==> config.mk <==
export PLATFORM = sky130hd
export DESIGN_NAME = dpram_fifo
export DESIGN_NICKNAME = d
export VERILOG_FILES = /design/src/rtl/dpram_fifo_pkg.sv /design/src/rtl/dpram_fifo_dpram.sv /design/src/rtl/dpram_fifo.sv
export SDC_FILE = /design/constraint.sdc
export NUM_CORES = 1
export LEC_CHECK = 0
export ABC_AREA = 1
export BUFFER_PORTS_ARGS = -buffer_cell sky130_fd_sc_hd__buf_4
export CAP_MARGIN = 10
export CORE_MARGIN = 2
export CORE_UTILIZATION = 30
export CTS_CLUSTER_DIAMETER = 60
export CTS_CLUSTER_SIZE = 40
export DETAILED_ROUTE_END_ITERATION = 7
export GPL_TIMING_DRIVEN = 1
export PLACE_DENSITY_LB_ADDON = 0.25
export SLEW_MARGIN = 20
export SYNTH_ARGS = -nofsm -noshare
export SYNTH_HDL_FRONTEND = slang
export SYNTH_SLANG_ARGS = --single-unit
export TNS_END_PERCENT = 100
==> constraint.sdc <==
create_clock -name clk -period 3.8 [get_ports clk]
set_input_delay 0.76 -clock clk [delete_from_list [all_inputs] [get_ports clk]]
set_output_delay 0.76 -clock clk [all_outputs]
set_load 0.02 [all_outputs]
==> src/rtl/dpram_fifo_pkg.sv <==
// Shared defaults for the dpram-backed stream FIFO.
package dpram_fifo_pkg;

  // Default geometry: 32-deep RAM of 16-bit words.
  localparam int unsigned DefAw = 5;
  localparam int unsigned DefDw = 16;

endpackage

==> src/rtl/dpram_fifo_dpram.sv <==
// Simple dual-port RAM with a registered read address and a combinational data-out.
// No storage reset; contents after reset are don't-care.
module dpram #(
  parameter int unsigned aw = 5,
  parameter int unsigned dw = 16
) (
  input  logic          rclk,
  input  logic          rrst,
  input  logic          rce,
  input  logic          oe,
  input  logic [aw-1:0] ra,
  output logic [dw-1:0] dout,
  input  logic          wclk,
  input  logic          wrst,
  input  logic          wce,
  input  logic          we,
  input  logic [aw-1:0] wa,
  input  logic [dw-1:0] di
);

  logic [dw-1:0] mem [2**aw];
  logic [aw-1:0] ra_q;

  // Capture the read address; data follows combinationally from the array.
  always_ff @(posedge rclk) begin
    if (rrst) begin
      ra_q <= '0;
    end else if (rce) begin
      ra_q <= ra;
    end
  end

  // Write port.
  always_ff @(posedge wclk) begin
    if (!wrst && wce && we) begin
      mem[wa] <= di;
    end
  end

  assign dout = oe ? mem[ra_q] : '0;

endmodule

==> src/rtl/dpram_fifo.sv <==
// Single-clock first-word-fall-through stream FIFO built around one dpram.
// A 1-entry output stage hides the RAM's registered read address; capacity is DEPTH+1.
module dpram_fifo
  import dpram_fifo_pkg::*;
#(
  parameter int unsigned AW = DefAw,
  parameter int unsigned DW = DefDw
) (
  input  logic          clk,
  input  logic          rst_n,
  input  logic          clr,
  input  logic          s_valid,
  output logic          s_ready,
  input  logic [DW-1:0] s_data,
  output logic          m_valid,
  input  logic          m_ready,
  output logic [DW-1:0] m_data,
  output logic [AW+1:0] level
);

  localparam int unsigned PW = AW + 1;
  localparam logic [PW-1:0] PtrOne  = {{AW{1'b0}}, 1'b1};
  localparam logic [PW-1:0] FullCnt = {1'b1, {AW{1'b0}}};

  logic [PW-1:0] wr_ptr;
  logic [PW-1:0] rd_ptr;
  logic [PW-1:0] rd_ptr_nxt;
  logic [PW-1:0] ram_cnt;
  logic [DW-1:0] rdata;
  logic          push;
  logic          pop;
  logic          load;

  assign ram_cnt = wr_ptr - rd_ptr;
  assign s_ready = (ram_cnt != FullCnt);
  assign push    = s_valid & s_ready;
  assign pop     = m_valid & m_ready;
  assign load    = (ram_cnt != '0) & (~m_valid | m_ready);
  assign level   = {1'b0, ram_cnt} + {{PW{1'b0}}, m_valid};

  // Next read pointer drives the RAM read address so its registered address tracks rd_ptr.
  always_comb begin
    rd_ptr_nxt = rd_ptr;
    if (!rst_n || clr) begin
      rd_ptr_nxt = '0;
    end else if (load) begin
      rd_ptr_nxt = rd_ptr + PtrOne;
    end
  end

  // Pointers and output stage; reset beats flush, flush beats push/pop.
  always_ff @(posedge clk) begin
    rd_ptr <= rd_ptr_nxt;
    if (!rst_n) begin
      wr_ptr  <= '0;
      m_valid <= 1'b0;
      m_data  <= '0;
    end else if (clr) begin
      wr_ptr  <= '0;
      m_valid <= 1'b0;
    end else begin
      if (push) begin
        wr_ptr <= wr_ptr + PtrOne;
      end
      if (load) begin
        m_data  <= rdata;
        m_valid <= 1'b1;
      end else if (pop) begin
        m_valid <= 1'b0;
      end
    end
  end

  dpram #(
    .aw(AW),
    .dw(DW)
  ) u_ram (
    .rclk (clk),
    .rrst (1'b0),
    .rce  (1'b1),
    .oe   (1'b1),
    .ra   (rd_ptr_nxt[AW-1:0]),
    .dout (rdata),
    .wclk (clk),
    .wrst (1'b0),
    .wce  (1'b1),
    .we   (push),
    .wa   (wr_ptr[AW-1:0]),
    .di   (s_data)
  );

endmodule
# Word level (Yosys, flattened, before mapping)
# Memories as Yosys holds them, arrays and structs flattened. A register that Yosys moved wholly into a read port is not among the register bits.
# Cells that the tools add are included.
totals:
  reg_bits: 13
  latchBits: 0
  mem_bits_rw: 512
  romBits: 0
  output_inout_bits: 25
  mem_count: 1
mem_list:
  columns: ["name", "words", "width", "read_ports", "rd_clocked_by_memory_dff", "write_ports", "line", "rtl"]
  rows:
  - ["u_ram.mem", 32, 16, 1, 1, 1, "dpram_fifo_dpram.sv:21", "logic [dw-1:0] mem [2**aw];"]
classes:
  n_addsub: 4
  n_mul: 0
  n_div: 0
  n_lt_le_gt_ge: 0
  n_eq_ne: 1
  shifts: 0
  muxes: 4
  n_bitwise: 7
  n_reduce_logical: 7
ops:
  columns: ["operator", "count"]
  rows:
  - ["$add 6x1->6 const B", 2]
  - ["$add 6x1->7", 1]
  - ["$ne 6x6->1 const B", 1]
  - ["$reduce_bool 6->1", 1]
  - ["$sub 6x6->6", 1]
  - ["$mux 1", 4]
  - ["$and 1x1->1", 3]
  - ["$not 1->1", 3]
  - ["$logic_not 1->1", 2]
  - ["$reduce_and 2->1", 1]
  - ["$reduce_bool 2->1", 1]
  - ["$reduce_or 2->1", 1]
  - ["$logic_or 1x1->1", 1]
  - ["$or 1x1->1", 1]

# Depth between registers and ports, before layout
# Gate-level depths: netlist of run 1.
depth:
  word_depth: 5
  mapped_depth: 17

# Modules after synthesis
# A second synthesis of run 1 with hierarchy kept.
unflattened:
  hier_cells: 2108
  hier_area_um2: 23054.6
modules_own_cells:
  columns: ["mod", "instances", "cells_each", "area_per_inst_um2", "seq_area_each_um2"]
  rows:
  - ["dpram", 1, 1812, 21135.3, 15474.8]
  - ["dpram_fifo", 1, 296, 1919.3, 580.6]

# Worst setup path before layout of run 1
# OpenSTA, ideal clock, no wires.
synth_path:
  kind: "reg-to-reg"
  start: "reg rd_ptr[4]"
  end: "mem u_ram.mem[27][0], enable pin"
  setup_time_ns: 0.409
  t_arrival_ns: 3.123
  setup_slack_ns: 0.268
  stages_incl_launch_ff: 12
  path_cell_list: "dfxtp_1 clkbuf_1 inv_2 buf_1 ha_1 a21oi_1 nand3_1 nand2_1 nand2_1 nand2_2 nand2_4 nor3_1"
synth_between:
  elab_chain_cells: 5
synth_lines:
  columns: ["item", "line", "rtl"]
  rows:
  - ["start: declaration", "dpram_fifo.sv:26", "logic [PW-1:0] rd_ptr;"]
  - ["start signal: assignment", "dpram_fifo.sv:53", "rd_ptr <= rd_ptr_nxt;"]
  - ["$sub 6x6->6", "dpram_fifo.sv:34", "assign ram_cnt = wr_ptr - rd_ptr;"]
  - ["$ne 6x6->1", "dpram_fifo.sv:35", "assign s_ready = (ram_cnt != FullCnt);"]
  - ["via s_ready", "dpram_fifo.sv:13", "output logic s_ready,"]
  - ["$and 1x1->1", "dpram_fifo.sv:36", "assign push = s_valid & s_ready;"]
  - ["$mux 1", "dpram_fifo_dpram.sv:35", "if (!wrst && wce && we) begin"]
  - ["$mux 1 (not written as such)", "dpram_fifo_dpram.sv:36", "mem[wa] <= di;"]
  - ["end: declaration", "dpram_fifo_dpram.sv:21", null]
# The timed path passes the listed nets, and every way through them passes these cells.

# Worst setup path after layout of run 1
layout_path:
  start: "reg wr_ptr[0]"
  end: "out level[6]"
layout_between:
  elab_chain_cells: 2
layout_lines:
  columns: ["item", "line", "rtl"]
  rows:
  - ["start: declaration", "dpram_fifo.sv:25", "logic [PW-1:0] wr_ptr;"]
  - ["start signal: assignment", "dpram_fifo.sv:63", "wr_ptr <= wr_ptr + PtrOne;"]
  - ["$sub 6x6->6", "dpram_fifo.sv:34", null]
  - ["$add 6x1->7", "dpram_fifo.sv:39", "assign level = {1'b0, ram_cnt} + {{PW{1'b0}}, m_valid};"]
  - ["end: declaration", "dpram_fifo.sv:18", "output logic [AW+1:0] level"]
# Every way passes these cells.

==> results of run 1 <==
-- where the power goes --
part | internal, mW | total [mW] | switching (mW) | leakage (nW)
Combinational | 0.666 | 2.25 | 1.58 | 5.69
Sequential | 6.61 | 6.69 | 0.0790 | 4.85
Clock | 2.24 | 4.58 | 2.33 | 0.663
-- metal layers --
metal | vias up | part of all wire | GRT usage
met1 | 7658 | 0.48 | 0.2185
met4 | 0 | 0.018 | 0.03848
met5 | - | 0 | 0
met2 | 333 | 0.46 | 0.2492
met3 | 66 | 0.048 | 0.01730
li1 | 7813 | - | -
-- path summary, 6_finish.rpt --
| kind | endpoint | slack (ps) |
|---|---|---|
| hold / removal | wr_ptr[5]$_SDFFE_PP0P_ | 510 |
| setup / recovery | level[6] | 360 |
| setup reg to reg | u_ram.mem[7][12]$_DFFE_PP_ | 790 |
| hold reg to reg | rd_ptr[3]$_SDFFE_PP0P_ | 510 |
-- flip-flops by register name, indices dropped and copies added, names as in the netlist --
signal / flops
wr_ptr: 6
rd_ptr: 6
u_ram.mem: 512
m_valid: 1
m_data: 16
-- placed cells by master (no fill, tap or decap), types with 5 or more instances in the layout --
cell type  synthesis  routed
a21oi_1           15      15
buf_12             0       5
buf_4             20      95
clkbuf_16          0      41
dfxtp_1           29      27
edfxtp_1         512     512
ha_1              12      12
inv_1            363     363
inv_8              0       5
nand2_1          927     927
nand2_2            5       5
nand3_1          263     263
nor2_1           136     121
nor2_2             0      15
o21ai_0           26      26
o21ai_1            9       9
xor2_1            10      10
-- per-stage QoR --
step	setup WS, ps	util
floorplan	267.8	-
global placement	818.6	0.3231
detailed placement	794.7	0.3231
CTS	329.4	0.3406
global route	149.1	0.3406
finish	363.5	0.3406
-- layout make-up --
class / count / share of cell area
Clock inverter: 28 / 0.01309
Tap cell: 1050 / 0.04891
Sequential cell: 541 / 0.5942
Timing Repair Buffer: 100 / 0.03027
Inverter: 368 / 0.05184
Clock buffer: 42 / 0.03833
Multi-Input combinational cell: 1416 / 0.2233
-- logic make-up (layout without fill, tap and decap cells) --
group                      count (synthesis)  after routing  synth area share
and+or+nand+nor                         1342           1342            0.2276
DFF                                      541            541            0.6687
buffers and inverters                    479            538           0.08207
AOI/OAI and AO/OA                         51             51           0.01080
adders and majority gates                 13             13          0.007131
xor gates and xnor gates                  10             10          0.003671
-- worst max-delay path, cell delays in order, from the launching register on --
cell	delay [ps]
dfxtp_1	410
inv_1	120
ha_1	220
fa_1	460
inv_1	90
ha_1	180
inv_1	50
nor2_1	140
nand2_1	100
nor3_1	180
buf_4	170
==> results.sh, run 1 <==
export IMPL_run_status="completed"
export IMPL_finalHoldViolCount=0
export IMPL_cts_root_buf="clkbuf_16"
export IMPL_ys_seq_area_frac=0.6687
export IMPL_grt_pass1_wl_um=94980
export IMPL_seq_area_sq_mm=0.01596
export IMPL_synth_most_common_cell="nand2_1"
export IMPL_path_class="reg2out"
export IMPL_synth_seq_cells=541
export IMPL_critPathLaunch="wr_ptr[0]$_SDFFE_PP0P_"
export IMPL_power_leakage_nw=11.20
export IMPL_power_density_mw_per_mm2=503.0
export IMPL_cts_path_max_buffers=3
export IMPL_startpoint_type="register"
export IMPL_endpoint_kind="primary output"
export IMPL_hp_class="in2reg"
export IMPL_drt_iter0_drc=1299
export IMPL_synthFlopType="edfxtp_1"
export IMPL_cts_repair_resize_count=0
export IMPL_place_hpwl_um=36230
export IMPL_fmax_mhz=291.0
export IMPL_routedWlPerCell_um=17.66
export IMPL_start_util=0.3025
export IMPL_antenna_found_initial=1
export IMPL_die_h_um=286.0
export IMPL_rows=103
export IMPL_setup_violations=0
export IMPL_synth_warnings=0
export IMPL_placement_io_buffers=45
export IMPL_clock_sinks=541
export IMPL_multi_input_area_sq_mm=0.006000
export IMPL_grt_pass1_vias=15410
export IMPL_period_minus_slack_ps=3436
export IMPL_ys_types=27
export IMPL_synth_top_area_frac=0.6444
export IMPL_die_area_sq_mm=0.08181
export IMPL_grt_overflow=0
export IMPL_worstHoldStart="s_valid"
export IMPL_yosysTopAreaCell="edfxtp_1"
export IMPL_slew_headroom=0.3175
export IMPL_grt_usage=0.1534
export IMPL_syn2layout_area_growth_pct=12.59
export IMPL_reg2reg_depth=15
export IMPL_stdcell_count=3545
export IMPL_fin_skew_ps=29.95
export IMPL_fin_nets=2501
export IMPL_worst_pin_slew_ps=1024
export IMPL_rsz0062_at_grt="no"
export IMPL_total_power_mw=13.51
export IMPL_slew_violations=0
export IMPL_cts_tree="yes"
export IMPL_cts_hold_repair_buffers=0
export IMPL_dr_pass1_iters=6
export IMPL_r2r_start="wr_ptr[0]$_SDFFE_PP0P_"
export IMPL_synth_edff_count=512
export IMPL_diodes=0
export IMPL_drive_above_1_share=0.08136
export IMPL_crit_required_ps=3040
export IMPL_stdcell_area_sq_mm=0.02686
export IMPL_path_clk_slew_ps=80
export IMPL_drc=0
export IMPL_syn_avg_cell_area_sq_um=9.795
export IMPL_cts_buffers_inserted=40
export IMPL_path_max_fanout=5
export IMPL_finalSetupTns_ps=0
export IMPL_post_place_cells=3475
export IMPL_routed_wl_um=62620
export IMPL_synth_area_leaders="edfxtp_1 (64%), nand2_1 (15%), inv_1 (5.7%)"
export IMPL_h_tree_depth=2
export IMPL_drtAntennaViolNets=0
export IMPL_finalCritPeriodShare=0.9043
export IMPL_cts_setup_buffers=0
export IMPL_max_vdd_ir_drop_mv=0.2550
export IMPL_yosys_top_cells_count="nand2_1 (927), edfxtp_1 (512), inv_1 (363)"
export IMPL_holdWs_ps=513.4
export IMPL_synth_nets=2470
export IMPL_die_x_um=286.0
export IMPL_synthCells=2436
export IMPL_min_path_cells=3
export IMPL_gp_congestion=0.7939
export IMPL_core_sq_mm=0.07887
export IMPL_num_vias=15870
export IMPL_nFillCells=8016
export IMPL_insertion_delay_ps=590
export IMPL_vias_per_cell=4.477
export IMPL_io_pins=46
export IMPL_dpl_cell_area_sq_mm=0.02548
export IMPL_cp_data_arrival_time_ps=2680
export IMPL_ys_async_sr_fraction=0
export IMPL_maxCapViolations=0
export IMPL_grt_max_degree=130
export IMPL_syn_cell_area_sq_mm=0.02386
No activity file was read; power rests on OpenSTA's default activity.
==> run 2: changes to the inputs <==
RECOVER_POWER = 25   (was unset)
==> run 2 against run 1 <==
The flow now finishes with violations (capacitance limit, slew limit); global-route usage did not move; combinational power barely moved; clock skew rose by 2.2 ps; die area stayed put; setup slack improved by 3.6 ps; sequential cell count unchanged; utilization is 0.062 points lower; sequential share of layout area grew 0.11 points; worst hold slack worse by 1.1 ps; via count rose by 0.11%; clock-buffer cell count stayed put; largest power group unchanged.
==> results.sh, run 2 (synthesis results as in run 1) <==
export IMPL_run_status="complete, but fails checks"
export IMPL_violations="capacitance limit, slew limit"
export IMPL_reg2reg_depth=15
export IMPL_worstHoldStart="rd_ptr[3]$_SDFFE_PP0P_"
export IMPL_diodes=0
export IMPL_rows=103
export IMPL_startpoint_type="register"
export IMPL_maxCapViolations=13
export IMPL_crit_required_ps=3040
export IMPL_start_util=0.3025
export IMPL_final_common_cell="nand2_1"
export IMPL_clock_sinks=541
export IMPL_placement_io_buffers=45
export IMPL_endpoint_kind="primary output"
export IMPL_vias_per_cell=4.482
export IMPL_syn2layout_area_growth_pct=12.38
export IMPL_finalCritPeriodShare=0.9034
export IMPL_hp_class="reg2reg"
export IMPL_setup_ws_ps=367.1
export IMPL_grt_overflow=0
export IMPL_core_sq_mm=0.07887
export IMPL_cts_path_max_buffers=3
export IMPL_path_class="reg2out"
export IMPL_routedWlPerCell_um=17.67
export IMPL_cts_repair_resize_count=0
export IMPL_regMostFlops="u_ram.mem"
export IMPL_grt_max_degree=130
export IMPL_power_density_mw_per_mm2=503.8
export IMPL_antenna_found_initial=1
export IMPL_pre_cts_ws_ps=794.7
export IMPL_worst_pin_slew_ps=1820
export IMPL_num_vias=15890
export IMPL_holdWs_ps=512.2
export IMPL_insertion_delay_ps=590
export IMPL_max_vdd_ir_drop_mv=0.2537
export IMPL_multi_input_area_sq_mm=0.006000
export IMPL_drt_iter0_drc=1270
export IMPL_seq_area_sq_mm=0.01596
export IMPL_reg_largest_list="u_ram.mem (512), m_data (16)"
export IMPL_cts_tree="yes"
export IMPL_fin_skew_ps=32.15
export IMPL_dr_pass1_iters=6
export IMPL_dpl_cell_area_sq_mm=0.02548
export IMPL_reg2reg_slack_ps=780
export IMPL_slew_violations=429
export IMPL_largest_reg_flops=512
export IMPL_cts_buffers_inserted=40
export IMPL_grt_pass1_wl_um=94980
export IMPL_grt_usage=0.1534
export IMPL_cts_hold_repair_buffers=0
export IMPL_io_pins=46
export IMPL_final_cell_mix="nand2_1 (927), edfxtp_1 (512), inv_1 (363), nand3_1 (263), nor2_1 (121)"
export IMPL_grt_pass1_vias=15410
export IMPL_h_tree_depth=2
export IMPL_min_to="rd_ptr[3]$_SDFFE_PP0P_"
export IMPL_cp_data_arrival_time_ps=2670
export IMPL_drive_above_1_share=0.07615
export IMPL_place_hpwl_um=36230
export IMPL_path_max_fanout=5
export IMPL_gp_congestion=0.7939
export IMPL_die_h_um=286.0
export IMPL_drtAntennaViolNets=0
export IMPL_nFillCells=8026
export IMPL_drc=0
export IMPL_finalSetupTns_ps=0
export IMPL_critPathLaunch="wr_ptr[0]$_SDFFE_PP0P_"
export IMPL_utilization=0.3400
export IMPL_routed_wl_um=62650
export IMPL_power_leakage_nw=11.16
export IMPL_setup_violations=0
export IMPL_fmax_mhz=291.3
export IMPL_r2r_start="wr_ptr[0]$_SDFFE_PP0P_"
export IMPL_cts_root_buf="clkbuf_16"
export IMPL_rsz0062_at_grt="no"
export IMPL_fin_nets=2501
export IMPL_period_minus_slack_ps=3433
export IMPL_finalHoldViolCount=0
export IMPL_slew_headroom=-0.2136
export IMPL_die_area_sq_mm=0.08181
export IMPL_stdcell_area_sq_mm=0.02681
export IMPL_path_clk_slew_ps=80
export IMPL_reg2reg_to="u_ram.mem[7][12]$_DFFE_PP_"
export IMPL_cts_setup_buffers=0
export IMPL_die_x_um=286.0
export IMPL_min_path_cells=2
[run 2: changes by cell type in the layout (fill, tap and decap cells not counted), sizes merged]
cell	change
buf	-13
clkbuf	+13
[run 2: cell type report]
type	instances	share of cell area
Clock buffer	42	0.03840
Clock inverter	28	0.01311
Inverter	368	0.05193
Multi-Input combinational cell	1416	0.2237
Sequential cell	541	0.5953
Tap cell	1050	0.04899
Timing Repair Buffer	100	0.02851
[run 2: worst max-delay path, cell delays in order (launching register included)]
cell     delay (ps)
dfxtp_1         410
inv_1           120
ha_1            220
fa_1            460
inv_1            90
ha_1            180
inv_1            50
nor2_1          140
nand2_1         100
nor3_1          180
buf_4           170
[run 2: worst max path at each step]
stage / end / slack, ps / depth (start not counted)
floorplan: u_ram.mem[27][0]$_DFFE_PP_ / 270 / 11
CTS: level[6] / 330 / 10
global placement: u_ram.mem[7][6]$_DFFE_PP_ / 820 / 15
detailed placement: u_ram.mem[7][14]$_DFFE_PP_ / 790 / 15
finish: level[6] / 370 / 10
global route: level[6] / 150 / 10
[run 2: through the flow]
| stage | cells | power (mW) |
|---|---|---|
| 6_report | 3545 | 13.51 |
| 5_1_grt | 3545 | 14.15 |
| 4_1_cts | 3545 | 13.68 |
| 3_5_place_dp | 3475 | 9.098 |
| 3_3_place_gp | 3475 | 9.094 |
| 2_1_floorplan | 2436 | 8.358 |
[run 2: power breakdown]
group / switching [mW] / internal [mW] / leakage, nW / total, mW
combinational: 1.58 / 0.659 / 5.64 / 2.24
clock: 2.33 / 2.24 / 0.663 / 4.57
sequential: 0.0797 / 6.62 / 4.85 / 6.70
total: 3.99 / 9.52 / 11.2 / 13.5
[run 2: per-layer routing]
| layer | up-vias | global-route usage | wire length (um) |
|---|---|---|---|
| li1 | 7809 | - | - |
| met1 | 7663 | 0.2185 | 30000 |
| met2 | 349 | 0.2492 | 28580 |
| met3 | 66 | 0.01730 | 2922 |
| met4 | 0 | 0.03848 | 1146 |
| met5 | - | 0 | 0 |
